`src/rtl/mmu_result_drain.sv`:
```
// mmu_result_drain: receive side of the MMU result interface.
// Each 8-lane x 32-bit row strobed by row_valid is captured into a DEPTH-row
// FIFO and streamed out one 32-bit word per accept, lane 0 first.
// Rows arriving while the FIFO is full (and no pop that cycle) are dropped
// and the sticky overflow flag is raised.
// Optional feature: define MMU_DRAIN_RELU_EN to clamp negative lanes to zero
// on m_data (stored rows stay raw).
module mmu_result_drain #(
    parameter int DEPTH = 4
) (
    input  logic                     clk,
    input  logic                     rst_n,
    input  logic                     clear,
    input  logic                     row_valid,
    input  logic [31:0]              row_data_0,
    input  logic [31:0]              row_data_1,
    input  logic [31:0]              row_data_2,
    input  logic [31:0]              row_data_3,
    input  logic [31:0]              row_data_4,
    input  logic [31:0]              row_data_5,
    input  logic [31:0]              row_data_6,
    input  logic [31:0]              row_data_7,
    output logic                     m_valid,
    input  logic                     m_ready,
    output logic [31:0]              m_data,
    output logic                     m_last,
    output logic                     full,
    output logic [$clog2(DEPTH):0]   rows_pending,
    output logic                     overflow
);

    localparam int AW = $clog2(DEPTH);
    localparam logic [AW:0] DEPTH_C = (AW+1)'(DEPTH);

    typedef logic [7:0][31:0] row_t;
    typedef enum logic {S_EMPTY = 1'b0, S_STREAM = 1'b1} state_t;

    row_t            mem_q [DEPTH];
    row_t            row_in;
    logic [AW-1:0]   wr_ptr_q, wr_ptr_d;
    logic [AW-1:0]   rd_ptr_q, rd_ptr_d;
    logic [2:0]      lane_q, lane_d;
    logic [AW:0]     count_q, count_d;
    logic            overflow_q, overflow_d;
    state_t          state_q, state_d;

    logic            accept, pop, push;
    logic [31:0]     lane_word;

    assign row_in = {row_data_7, row_data_6, row_data_5, row_data_4,
                     row_data_3, row_data_2, row_data_1, row_data_0};

    assign accept = m_valid && m_ready;
    assign pop    = accept && (lane_q == 3'd7);
    // A pop in the same cycle frees the slot, so a full FIFO still takes the row.
    assign push   = row_valid && ((count_q != DEPTH_C) || pop);

    // Next-state: clear wins over every other event, including a concurrent row.
    always_comb begin
        wr_ptr_d   = wr_ptr_q;
        rd_ptr_d   = rd_ptr_q;
        lane_d     = lane_q;
        count_d    = count_q;
        overflow_d = overflow_q;
        state_d    = state_q;
        if (clear) begin
            wr_ptr_d   = '0;
            rd_ptr_d   = '0;
            lane_d     = '0;
            count_d    = '0;
            overflow_d = 1'b0;
            state_d    = S_EMPTY;
        end else begin
            if (accept) lane_d = lane_q + 3'd1;   // 7 wraps to 0 on pop
            if (pop)    rd_ptr_d = rd_ptr_q + 1'b1;
            if (push)   wr_ptr_d = wr_ptr_q + 1'b1;
            if (push && !pop)      count_d = count_q + 1'b1;
            else if (!push && pop) count_d = count_q - 1'b1;
            if (row_valid && !push) overflow_d = 1'b1;
            state_d = (count_d != '0) ? S_STREAM : S_EMPTY;
        end
    end

    // Control state and FSM register.
    always_ff @(posedge clk or negedge rst_n) begin
        if (!rst_n) begin
            wr_ptr_q   <= '0;
            rd_ptr_q   <= '0;
            lane_q     <= '0;
            count_q    <= '0;
            overflow_q <= 1'b0;
            state_q    <= S_EMPTY;
        end else begin
            wr_ptr_q   <= wr_ptr_d;
            rd_ptr_q   <= rd_ptr_d;
            lane_q     <= lane_d;
            count_q    <= count_d;
            overflow_q <= overflow_d;
            state_q    <= state_d;
        end
    end

    // Row storage: not reset; only written on an accepted push.
    always_ff @(posedge clk) begin
        if (push && !clear) mem_q[wr_ptr_q] <= row_in;
    end

    assign lane_word = mem_q[rd_ptr_q][lane_q];

    // Output mux; gated by m_valid so the unreset array never shows on the bus.
    always_comb begin
        m_data = '0;
        if (m_valid) begin
`ifdef MMU_DRAIN_RELU_EN
            m_data = lane_word[31] ? 32'h0000_0000 : lane_word;
`else
            m_data = lane_word;
`endif
        end
    end

    assign m_valid      = (state_q == S_STREAM);
    assign m_last       = m_valid && (lane_q == 3'd7);
    assign full         = (count_q == DEPTH_C);
    assign rows_pending = count_q;
    assign overflow     = overflow_q;

endmodule

```
`config.mk`:
```
export PLATFORM = sky130hd
export DESIGN_NAME = mmu_result_drain
export DESIGN_NICKNAME = d
export VERILOG_FILES = /design/src/rtl/mmu_result_drain.sv
export SDC_FILE = /design/constraint.sdc
export NUM_CORES = 1
export LEC_CHECK = 0
export CAP_MARGIN = 20
export CORE_MARGIN = 10
export CORE_UTILIZATION = 56
export CTS_CLUSTER_SIZE = 25
export DETAILED_ROUTE_END_ITERATION = 6
export PLACE_DENSITY = 0.79
export SLEW_MARGIN = 5
export SYNTH_ARGS = -nofsm -noshare
export SYNTH_HDL_FRONTEND = slang
export SYNTH_SLANG_ARGS = --single-unit
```
`constraint.sdc`:
```
create_clock -name clk -period 13.1 [get_ports clk]
set_input_delay 3.93 -clock clk [delete_from_list [all_inputs] [get_ports clk]]
set_output_delay 3.93 -clock clk [all_outputs]
set_load 0.02 [all_outputs]
```
After elaboration in Yosys (flattened, before gate mapping)
Memory sizes are Yosys's and may differ from the RTL's.
Index checks and enable logic that the tools add are counted.
{ "totals": {"n_memories": 1, "inputBits": 261, "rom_bits": 0, "ramBits": 1024, "ff_bits": 12, "latch_bits": 0, "out_inout_bits": 39, "wordCells": 52} }
{ "classes": {"mux": 19, "n_shift": 0, "div": 0, "n_reduce_logical": 17, "multipliers": 0, "eq_ne": 3, "addsub": 5, "bitwise_logic": 0, "magnitude_cmp": 1} }
{ "mem_list": {"columns": ["memory", "depth", "word_bits", "read_ports", "rd_clocked_by_memory_dff", "write_ports", "line_no", "text"], "rows": [
  ["mem_q", 4, 256, 1, 0, 1, "38", "row_t mem_q [DEPTH];"]
]} }
{ "op_table": {"columns": ["cell", "n"], "rows": [
  ["binary-select mux 32 bit (select 3 bit)", 1],
  ["two-way mux 32 bit", 2],
  ["two-way mux 3 bit", 6],
  ["logical AND 1 bit", 8],
  ["two-way mux 2 bit", 4],
  ["nonzero test 2 bit", 4],
  ["adder 3 x 1 -> 3 bit, second input constant", 2],
  ["equality test 3 bit, second input constant", 2],
  ["two-way mux 1 bit", 6],
  ["adder 2 x 1 -> 2 bit, second input constant", 2],
  ["less-than comparator 3 x 4 -> 1 bit, second input constant", 1],
  ["logical NOT 1 bit", 3],
  ["!= test 3 bit, second input constant", 1],
  ["nonzero test 3 bit", 1],
  ["subtractor 3 x 1 -> 3 bit, second input constant", 1],
  ["logical OR 1 bit", 1]
]} }

Longest topological paths before layout
Gate-level depths: netlist of run 1.
{ "logic_depth": {"depth_word": 12, "depth_mapped": 8, "depth_no_buf": 7} }

Worst setup path before layout of run 1
OpenSTA, ideal clock, no wires.
{ "synth_timing": {"path_kind": "input to register", "startpoint": "input port row_valid", "endpoint": "memory mem_q[0][0] in the netlist's numbering, enable pin", "setup_slack_ns": 2.036, "arrival_time_ns": 10.413, "n_path_buf": 1, "required_time_ns": 12.450, "setup_ns": 0.650, "cell_stages": 4, "cell_sequence": "clkbuf_1 > o21ai_0 > nor2_1 > and2_1"} }
{ "synth_via": {"elab_chain_len": 4} }
{ "synth_rtl": {"columns": ["item", "line_no", "text"], "rows": [
  ["from (decl)", "14", "input logic row_valid,"],
  ["logical AND 1 bit", "56", "assign push = row_valid && ((count_q != DEPTH_C) || pop);"],
  ["logical AND 1 bit", "105", "if (push && !clear) mem_q[wr_ptr_q] <= row_in;"],
  ["two-way mux 1 bit", "105", null],
  ["two-way mux 1 bit (not written as such)", "105", null],
  ["to (decl)", "38", null]
]} }
No other way between the ends.

Worst setup path after layout of run 1
{ "layout_timing": {"startpoint": "register lane_q[0]", "endpoint": "output port m_data[24]"} }
{ "layout_via": {"elab_chain_len": 3} }
{ "layout_rtl": {"columns": ["item", "line_no", "text"], "rows": [
  ["from (decl)", "42", "logic [2:0] lane_q, lane_d;"],
  ["from (signal assigned)", "96", "lane_q <= lane_d;"],
  ["binary-select mux 32 bit (select 3 bit)", "108", "assign lane_word = mem_q[rd_ptr_q][lane_q];"],
  ["two-way mux 32 bit (not written as such)", "108", null],
  ["two-way mux 32 bit", "113", "if (m_valid) begin"],
  ["to (decl)", "25", "output logic [31:0] m_data,"]
]} }
No other way between the ends. The select of a mux whose other input is x is not followed.

==> results of run 1 <==
-- routing by layer --
layer	wire length, um	vias to the layer above
met5	293	-
met4	1330	46
met3	8610	115
met2	44800	778
met1	33300	9915
li1	-	7908
-- cell type report --
type | instances | share of cell area
Timing Repair Buffer | 316 | 0.0686
Tap cell | 940 | 0.0250
Antenna cell | 11 | 0.000585
Inverter | 5 | 0.000399
Sequential cell | 1036 | 0.660
Multi-Input combinational cell | 540 | 0.174
Clock inverter | 72 | 0.0144
Clock buffer | 118 | 0.0569
-- cell usage after synthesis, types with 12 or more instances --
library cell,number
clkbuf_1,32
nor2_1,34
mux2_2,72
a21oi_1,26
a221oi_2,18
buf_6,20
dfrtp_1,12
buf_1,12
nand2_1,13
mux4_2,256
o221ai_1,32
mux2i_1,26
buf_2,27
edfxtp_1,1024
-- kinds of logic (layout without fill, tap and decap cells) --
kind of cell,after synthesis,in the layout,synth area share
DFF,1036,1036,0.780
other,0,11,0
and+or+nand+nor,67,67,0.00742
muxes,354,354,0.172
AOI/OAI and AO/OA,105,105,0.0224
adders and majority gates,9,9,0.00283
buffers and inverters,102,511,0.0148
xor gates and xnor gates,5,5,0.00110
-- power breakdown --
group | switching (mW) | internal, mW | total (mW)
clock network | 1.19 | 1.68 | 2.87
registers | 0.0391 | 3.75 | 3.79
logic | 0.247 | 0.224 | 0.471
-- critical path, stage by stage (launching register included) --
cell and delay [ps]:
dfrtp_4 980, buf_12 670, mux4_2 420, mux2_2 290
o221ai_1 480, a21oi_1 210, clkdlybuf4s50_1 600
-- state kept, by name, indices dropped and copies added, names as in the netlist --
| register | count |
|---|---|
| m_valid | 1 |
| rd_ptr_q | 2 |
| overflow | 1 |
| lane_q | 3 |
| rows_pending | 3 |
| wr_ptr_q | 2 |
| mem_q | 1024 |
-- path summary, 6_finish.rpt --
path,from,end,cells past startpoint
worst min register to register,rows_pending[2],rows_pending[2],1
max in group asynchronous,rst_n,rd_ptr_q[0],1
worst max-delay path,lane_q[0],m_data[24],6
worst max register to register,lane_q[0],mem_q[2][136],7
worst min-delay path,rows_pending[2],rows_pending[2],1
min in group asynchronous,rst_n,wr_ptr_q[0],1
==> out/results.ini, run 1 <==
[synth]
postSynth.asyncResetShare=0.0116
synth_cell_types=35
synth_area_mm2=0.0398
yosysWarnings=0
synth-seq-cells=1036
synth_top_area_frac=0.772
ys_seq_area_frac=0.780
synth_nets=1948
yosys.area.top_type=edfxtp_1
syn_inst=1678
synth_edf_count=1024
synthTopCellsByArea=edfxtp_1 (77%), mux4_2 (14%), mux2_2 (2.0%)
ys.flop_type=edfxtp_1
syn-mean-instance-area_um2=23.7

[global_routing]
grt-busiest-layer=met2
met1_usage=0.283
grtUsageMet2=0.351
grt_pass1_vias=19469
groute.usage.overall=0.215
antenna_found_initial=31
grt_pass1_wl_mm=130
grt_use_met3=0.0632
grt_max_degree=171
gr-total-overflow=0

[final_layout]
fin_util=0.670
layout_commonest_cell=edfxtp_1
layout-drive-gt1-share=0.256
register_area_mm2=0.0311
final_cells=3038
fin_nets=2270
layout_common_cells=edfxtp_1 (1024), clkdlybuf4s50_1 (299), mux4_2 (256), clkbuf_16 (105), mux2_2 (72)
multi_input_area_mm2=0.00820
fill_cells=4252
stdcell_area_mm2=0.0471
area_growth_pct=18.2

[timing]
fin_setup_tns_ps=0
timing.hold.ws_ps=570
skew_ps=23.3
fin_crit_ps=8690
hold_violations=0
setup_slack_ps=4410
rsz0062_at_grt=no
clock.fmax_mhz=115
setup_viol=0
slew_headroom=0.131
drv_slew=0
worst_slew_pin_slew_ps=1300
finalCritPeriodShare=0.664

[outcome]
run_status=finished, final reports clean

[clock_tree]
clkTransAtPathRegs_ps=60
clkLatencyLatePin_ps=650
clock_path_buffers=3
cts.sinks=1036
cts_hold_buf=0
htreeDepth=3
postCtsResizedCells=0
cts_tree=built
cts_buffers=101
cts_setup_buffers=0
ctsRootBufferMaster=clkbuf_16

[placement]
place.port_buffers=299
dpl_cell_area_mm2=0.0437
dp_hpwl_mm=54.3
dp.cells=2836
gp_congestion=0.778
pre_cts_ws_ps=5130

[worst_setup_path]
worstPathArrival_ps=4760
crit_path_end_kind=primary output
required_ps=9170
rrSetupSlack_ps=8650
crit_type=reg -> out
start_kind=flop
cp_max_fo=170

[die]
dieArea_mm2=0.0822
floorplan.initialDensity=0.567
dieHeight_um=287
core_mm2=0.0703
io_pins=300
die_w_um=287
row_count=97

[route]
num_vias=18762
vias_per_cell=6.18
route.detailed.wl_per_inst_um=29.1
drtAntennaViolNets=0
drc_errors=0
totalWireLength_mm=88.3
drt_iter0_markers=1896
dr.pass1.iters=5

[power]
p_per_area_mw_per_mm2=151
peakVddDrop_mv=0.102
p_leak_nw=14.5
finalPower_mw=7.13

[job]
max_cap_violations=0

[hold_path]
hold_class=reg -> reg

(Power assumes the default switching activity.)
==> inputs of run 2 (changes only) <==
--- a/config.mk
+++ b/config.mk
@@ -7,10 +7,10 @@
 export LEC_CHECK = 0
 export CAP_MARGIN = 20
 export CORE_MARGIN = 10
-export CORE_UTILIZATION = 56
+export CORE_UTILIZATION = 53
 export CTS_CLUSTER_SIZE = 25
 export DETAILED_ROUTE_END_ITERATION = 6
-export PLACE_DENSITY = 0.79
+export PLACE_DENSITY = 0.78
 export SLEW_MARGIN = 5
 export SYNTH_ARGS = -nofsm -noshare
 export SYNTH_HDL_FRONTEND = slang
==> constraint.sdc (replaced) <==
create_clock -name clk -period 7.1 [get_ports clk]
set_input_delay 2.13 -clock clk [delete_from_list [all_inputs] [get_ports clk]]
set_output_delay 2.13 -clock clk [all_outputs]
set_load 0.02 [all_outputs]
==> run 2 against run 1 <==
  * Clock skew rose by 15 ps
  * Hold slack got worse by 65 ps
  * Critical path depth rose by 1
  * Clock power rose by 83%
  * Combinational power rose by 88%
  * Register-to-register slack got worse by 5900 ps
  * Non-clock buffer count rose by 35
  * Via count rose by 2.4%
  * Worst setup slack got worse by 3600 ps
  * Cell count rose by 2.0%
  * Sequential power rose by 84%
  * First-iteration DRC count rose by 4.8%
  * Largest power group unchanged
==> out/results.ini, run 2 (synthesis results as in run 1) <==
[placement]
dp_hpwl_mm=59.7  ; was 54.3 mm
place.port_buffers=299  ; unchanged
pre_cts_ws_ps=1430  ; was 5130 ps
gp_congestion=0.774  ; was 0.778

[global_routing]
antenna_found_initial=43  ; was 31
groute.usage.overall=0.217  ; was 0.215
grt_max_degree=97  ; was 171
grt_pass1_vias=19993  ; was 19469
grt_pass1_wl_mm=138  ; was 130 mm
gr-total-overflow=0  ; unchanged

[final_layout]
layout_commonest_cell=edfxtp_1  ; unchanged
layout_common_cells=edfxtp_1 (1024), clkdlybuf4s50_1 (299), mux4_2 (256), clkbuf_16 (101), mux2_2 (72)  ; was edfxtp_1 (1024), clkdlybuf4s50_1 (299), mux4_2 (256), clkbuf_16 (105), mux2_2 (72)
largest_reg_flops=1024  ; unchanged
layout-drive-gt1-share=0.261  ; was 0.256
top_register=mem_q  ; unchanged
fin_nets=2305  ; was 2270
area_growth_pct=19.2  ; was 18.2%

[die]
floorplan.initialDensity=0.535  ; was 0.567
row_count=100  ; was 97
core_mm2=0.0744  ; was 0.0703 mm^2
dieHeight_um=294  ; was 287 um
die_w_um=294  ; was 287 um
dieArea_mm2=0.0865  ; was 0.0822 mm^2
io_pins=300  ; unchanged

[worst_setup_path]
critPathSlowestCell=dfrtp_4  ; unchanged
crit_top_cell=buf_12
worstPathArrival_ps=4190  ; was 4760 ps
start_kind=flop  ; unchanged
r2r_cells=8  ; was 7
required_ps=4970  ; was 9170 ps
worstPathCellList=buf_12, buf_12, mux4_2, mux2_2, o221ai_1, a31oi_1, clkdlybuf4s50_1  ; was buf_12, mux4_2, mux2_2, o221ai_1, a21oi_1, clkdlybuf4s50_1
crit_path_end_kind=primary output  ; unchanged
cp_max_fo=39  ; was 170
crit_type=reg -> out  ; unchanged
critPathMaxStageDelay_ps=970  ; was 980 ps

[route]
totalWireLength_mm=94.2  ; was 88.3 mm
num_vias=19206  ; was 18762
vias_per_cell=6.20  ; was 6.18
drc_errors=0  ; unchanged
drt_iter0_markers=1987  ; was 1896
dr.pass1.iters=6  ; was 5
drtAntennaViolNets=0  ; unchanged
route.detailed.wl_per_inst_um=30.4  ; was 29.1 um

[timing]
rsz0062_at_grt=no  ; unchanged
hold_violations=0  ; unchanged
worst_slew_pin_slew_ps=1120  ; was 1300 ps
fin_crit_ps=6320
fin_setup_tns_ps=0  ; unchanged
finalCritPeriodShare=0.891
skew_ps=38.2  ; was 23.3 ps
setup_slack_ps=777  ; was 4410 ps
clock.fmax_mhz=158
drv_slew=0  ; unchanged
slew_headroom=0.253  ; was 0.131
setup_viol=0  ; unchanged

[clock_tree]
cts_hold_buf=0  ; unchanged
clkTransAtPathRegs_ps=60  ; about the same
clock_path_buffers=3  ; unchanged
cts_tree=built  ; unchanged
cts_buffers=101  ; unchanged
ctsRootBufferMaster=clkbuf_16  ; unchanged
htreeDepth=3  ; unchanged
clkLatencyLatePin_ps=690  ; was 650 ps
cts.sinks=1036  ; unchanged
cts_setup_buffers=0  ; unchanged
postCtsResizedCells=0  ; unchanged

[power]
peakVddDrop_mv=0.211  ; was 0.102 mV
p_per_area_mw_per_mm2=277  ; was 151 mW/mm^2
p_leak_nw=14.6  ; was 14.5 nW

[hold_path]
hold-path-cell-count=2  ; was 1
hold_class=reg -> reg  ; unchanged

[job]
max_cap_violations=0  ; unchanged

[outcome]
run_status=finished, final reports clean  ; unchanged

run 2: worst max-delay path: cells and delay by family, from the launching register on:
kind	cells	cell delay (ps)
multiplexers	2	800
AO/OA/AOI/OAI	2	480
buffers and inverters	3	1150
flip-flops	1	970
run 2: layer usage:
metal  GRT usage  wire [um]  up-vias  part of all wire
met4      0.0559       2490       54             0.026
met2       0.359      47300      870              0.50
met5           0        367        -            0.0039
met3      0.0617       9020      192             0.096
li1            -          -     7966                 -
met1       0.281      35000    10124              0.37
run 2: area by class of cell:
class	count	area (um^2)
clock inverters	64	658
fillers	4748	27000
well taps	969	1210
repair buffers	351	3630
flip-flops and latches	1036	31100
multi-input cells	540	8200
diodes	11	27.5
clock buffers	123	2640
inverters	5	18.8
run 2: report_power, final:
group | internal (mW) | switching (mW)
Clock | 2.99 | 2.27
Sequential | 6.91 | 0.0719
Combinational | 0.424 | 0.464
run 2: stage by stage:
| stage | power (mW) | hold WS (ps) | util | cell area, um^2 | std cells |
|---|---|---|---|---|---|
| after global placement | 7.95 | 482 | 0.593 | 44100 | 2901 |
| after CTS | 13.2 | 512 | 0.637 | 47400 | 3088 |
| after global routing | 13.5 | 573 | 0.637 | 47400 | 3093 |
| after detailed placement | 7.99 | 499 | 0.593 | 44100 | 2901 |
| after floorplan | 7.54 | 542 | - | 39800 | 1678 |
| final | 13.1 | 505 | 0.637 | 47500 | 3099 |
run 2: worst paths after layout:
kind                       slack (ps)             to        start
hold reg to reg                   510       overflow     overflow
hold / removal                    510       overflow     overflow
max in group asynchronous        4750      lane_q[0]        rst_n
setup / recovery                  780     m_data[17]  rd_ptr_q[1]
min in group asynchronous        1870    rd_ptr_q[0]        rst_n
setup reg to reg                 2770  mem_q[0][246]    lane_q[0]
==> inputs of run 3 (changes only) <==
--- a/config.mk
+++ b/config.mk
@@ -10,7 +10,8 @@
 export CORE_UTILIZATION = 53
 export CTS_CLUSTER_SIZE = 25
 export DETAILED_ROUTE_END_ITERATION = 6
-export PLACE_DENSITY = 0.78
+export PLACE_DENSITY_LB_ADDON = 0.2
+export RECOVER_POWER = 50
 export SLEW_MARGIN = 5
 export SYNTH_ARGS = -nofsm -noshare
 export SYNTH_HDL_FRONTEND = slang
==> run 3 against run 2 <==
  * The run now ends with capacitance limit, slew limit left
  * First-iteration DRC count down 19%
  * Clock skew down 19 ps
  * Clock power up 1%
  * Critical path depth unchanged
  * Hold slack better by 56 ps
  * Combinational power up 0.5%
  * Routed wire length down 3.3%
  * Critical endpoint is now m_data[8]
  * Largest power group unchanged
==> out/results.ini, run 3 (synthesis results as in run 1) <==
[global_routing]
groute.usage.overall=0.212  ; was 0.217
grt_max_degree=60  ; was 97
antenna_found_initial=69  ; was 43
grt_pass1_wl_mm=135  ; was 138 mm
grt_pass1_vias=19848  ; was 19993
gr-total-overflow=0  ; unchanged

[route]
dr.pass1.iters=5  ; was 6
num_vias=18926  ; was 19206
dr.max_layer_used=met5  ; unchanged
drt_iter0_markers=1619  ; was 1987
drtAntennaViolNets=0  ; unchanged
vias_per_cell=6.05  ; was 6.20
wl_met1_mm=36.6  ; was 35.0 mm
drc_errors=0  ; unchanged
met2_length_mm=44.6  ; was 47.3 mm
totalWireLength_mm=91.1  ; was 94.2 mm
dr_wl_met3_mm=7.36  ; was 9.02 mm
route.detailed.wl_per_inst_um=29.1  ; was 30.4 um

[die]
row_count=100  ; unchanged
floorplan.initialDensity=0.535  ; unchanged
io_pins=300  ; unchanged
dieArea_mm2=0.0865  ; unchanged
die_w_um=294  ; unchanged
dieHeight_um=294  ; unchanged
core_mm2=0.0744  ; unchanged

[timing]
slew_headroom=-0.836  ; was 0.253
finalCritPeriodShare=0.877  ; was 0.891
skew_ps=19.5  ; was 38.2 ps
hold_violations=0  ; unchanged
fin_setup_tns_ps=0  ; unchanged
setup_viol=0  ; unchanged
drv_slew=45  ; was 0
rsz0062_at_grt=no  ; unchanged
clock.fmax_mhz=161  ; was 158 MHz
fin_crit_ps=6230  ; was 6320 ps
setup_slack_ps=874  ; was 777 ps
worst_slew_pin_slew_ps=2750  ; was 1120 ps

[clock_tree]
cts_setup_buffers=0  ; unchanged
clock_path_buffers=3  ; unchanged
cts_buffers=104  ; was 101
htreeDepth=3  ; unchanged
cts_tree=built  ; unchanged
clkTransAtPathRegs_ps=60  ; about the same
clkLatencyLatePin_ps=650  ; was 690 ps
postCtsResizedCells=0  ; unchanged
cts.sinks=1036  ; unchanged
ctsRootBufferMaster=clkbuf_16  ; unchanged
cts_hold_buf=0  ; unchanged

[hold_path]
hold_class=reg -> reg  ; unchanged

[worst_setup_path]
start_kind=flop  ; unchanged
required_ps=4970  ; about the same
critPathSlowestCell=dfrtp_4  ; unchanged
crit_path_end_kind=primary output  ; unchanged
critPathMaxStageDelay_ps=860  ; was 970 ps
crit_type=reg -> out  ; unchanged
worstPathCellList=buf_12, buf_4, mux4_2, mux2_2, o221ai_1, a31oi_1, clkdlybuf4s50_1  ; was buf_12, buf_12, mux4_2, mux2_2, o221ai_1, a31oi_1, clkdlybuf4s50_1
worstPathArrival_ps=4100  ; was 4190 ps
cp_max_fo=39  ; unchanged

[power]
pwr-share-comb=0.068  ; about the same
peakVddDrop_mv=0.190  ; was 0.211 mV
seq_power_share=0.529  ; was 0.532
clockPowerShare=0.404  ; was 0.401
p_per_area_mw_per_mm2=277  ; about the same
p_int_mw=10.5  ; was 10.3 mW
p_leak_nw=14.8  ; was 14.6 nW
p_switching_mw=2.71  ; was 2.81 mW
swShare=0.206  ; was 0.214

[final_layout]
layout_commonest_cell=edfxtp_1  ; unchanged
layout_common_cells=edfxtp_1 (1024), dlygate4sd3_1 (262), mux4_2 (256), clkbuf_16 (108), mux2_2 (72)  ; was edfxtp_1 (1024), clkdlybuf4s50_1 (299), mux4_2 (256), clkbuf_16 (101), mux2_2 (72)
area_growth_pct=19.7  ; was 19.2%
top_register=mem_q  ; unchanged
layout-drive-gt1-share=0.261  ; about the same
fin_nets=2316  ; was 2305
fin_util=0.640  ; was 0.637
largest_reg_flops=1024  ; unchanged

[job]
max_cap_violations=1  ; was 0

[placement]
dp_hpwl_mm=59.7  ; about the same
gp_congestion=0.781  ; was 0.774
pre_cts_ws_ps=1460  ; was 1430 ps
place.port_buffers=299  ; unchanged

[outcome]
violations=capacitance limit, slew limit
run_status=complete, but fails checks  ; was finished, final reports clean

==> run 3: cell types whose count changed in the layout (fill, tap and decap cells not counted), moves of 4 or more <==
cell             before  now
clkbuf_16           101  108
clkinv_2             17   12
clkdlybuf4s50_1     299   37
dlygate4sd3_1         0  262
buf_12               20   25
clkinv_16             4    0
clkbuf_1             19   24
diode_2              11   31
==> run 3: metrics by stage <==
step                cell area, um^2  hold slack [ps]  cells  total power [mW]
CTS                           47600              578   3095              13.3
global placement              44300              493   2909              8.00
detailed placement            44300              566   2909              8.02
floorplan                     39800              542   1678              7.54
finish                        47700              561   3126              13.2
global route                  47600              611   3106              13.6
==> run 3: area by class of cell <==
class                   count  area (um^2)
diodes                     31         77.6
clock buffers             132         2790
clock inverters            54          529
fillers                  4829        26800
inverters                   5         18.8
multi-input cells         540         8200
flip-flops and latches   1036        31100
well taps                 969         1210
repair buffers            359         3760
==> run 3: worst paths after layout <==
check	start	to	slack (ps)	cells past startpoint
worst max-delay path	rd_ptr_q[1]	m_data[8]	870	7
worst min-delay path	overflow	overflow	560	2
worst max register to register	lane_q[0]	mem_q[1][151]	1580	8
worst min register to register	overflow	overflow	560	2
max in group asynchronous	rst_n	rd_ptr_q[1]	4600	1
min in group asynchronous	rst_n	overflow	1980	1
==> run 3: metal layers <==
layer,up-vias,track usage
li1,8002,-
met4,30,0.0638
met5,-,0
met1,9973,0.292
met3,181,0.0503
met2,740,0.336
==> run 3: power by group through the flow <==
| stage | sequential [mW] | clock (mW) | combinational (mW) |
|---|---|---|---|
| after global routing | 6.98 | 5.68 | 0.947 |
| after detailed placement | 7.10 | 0 | 0.927 |
| after CTS | 6.97 | 5.43 | 0.931 |
| final | 6.97 | 5.32 | 0.891 |
| after global placement | 7.09 | 0 | 0.909 |
| after floorplan | 7.09 | 0 | 0.447 |
==> run 3: worst max-delay path: cells and delay by family (launching register included) <==
family | cells | cell delay [ps]
muxes | 2 | 800
buffers and inverters | 3 | 1300
AOI/OAI and AO/OA | 2 | 460
DFF | 1 | 860
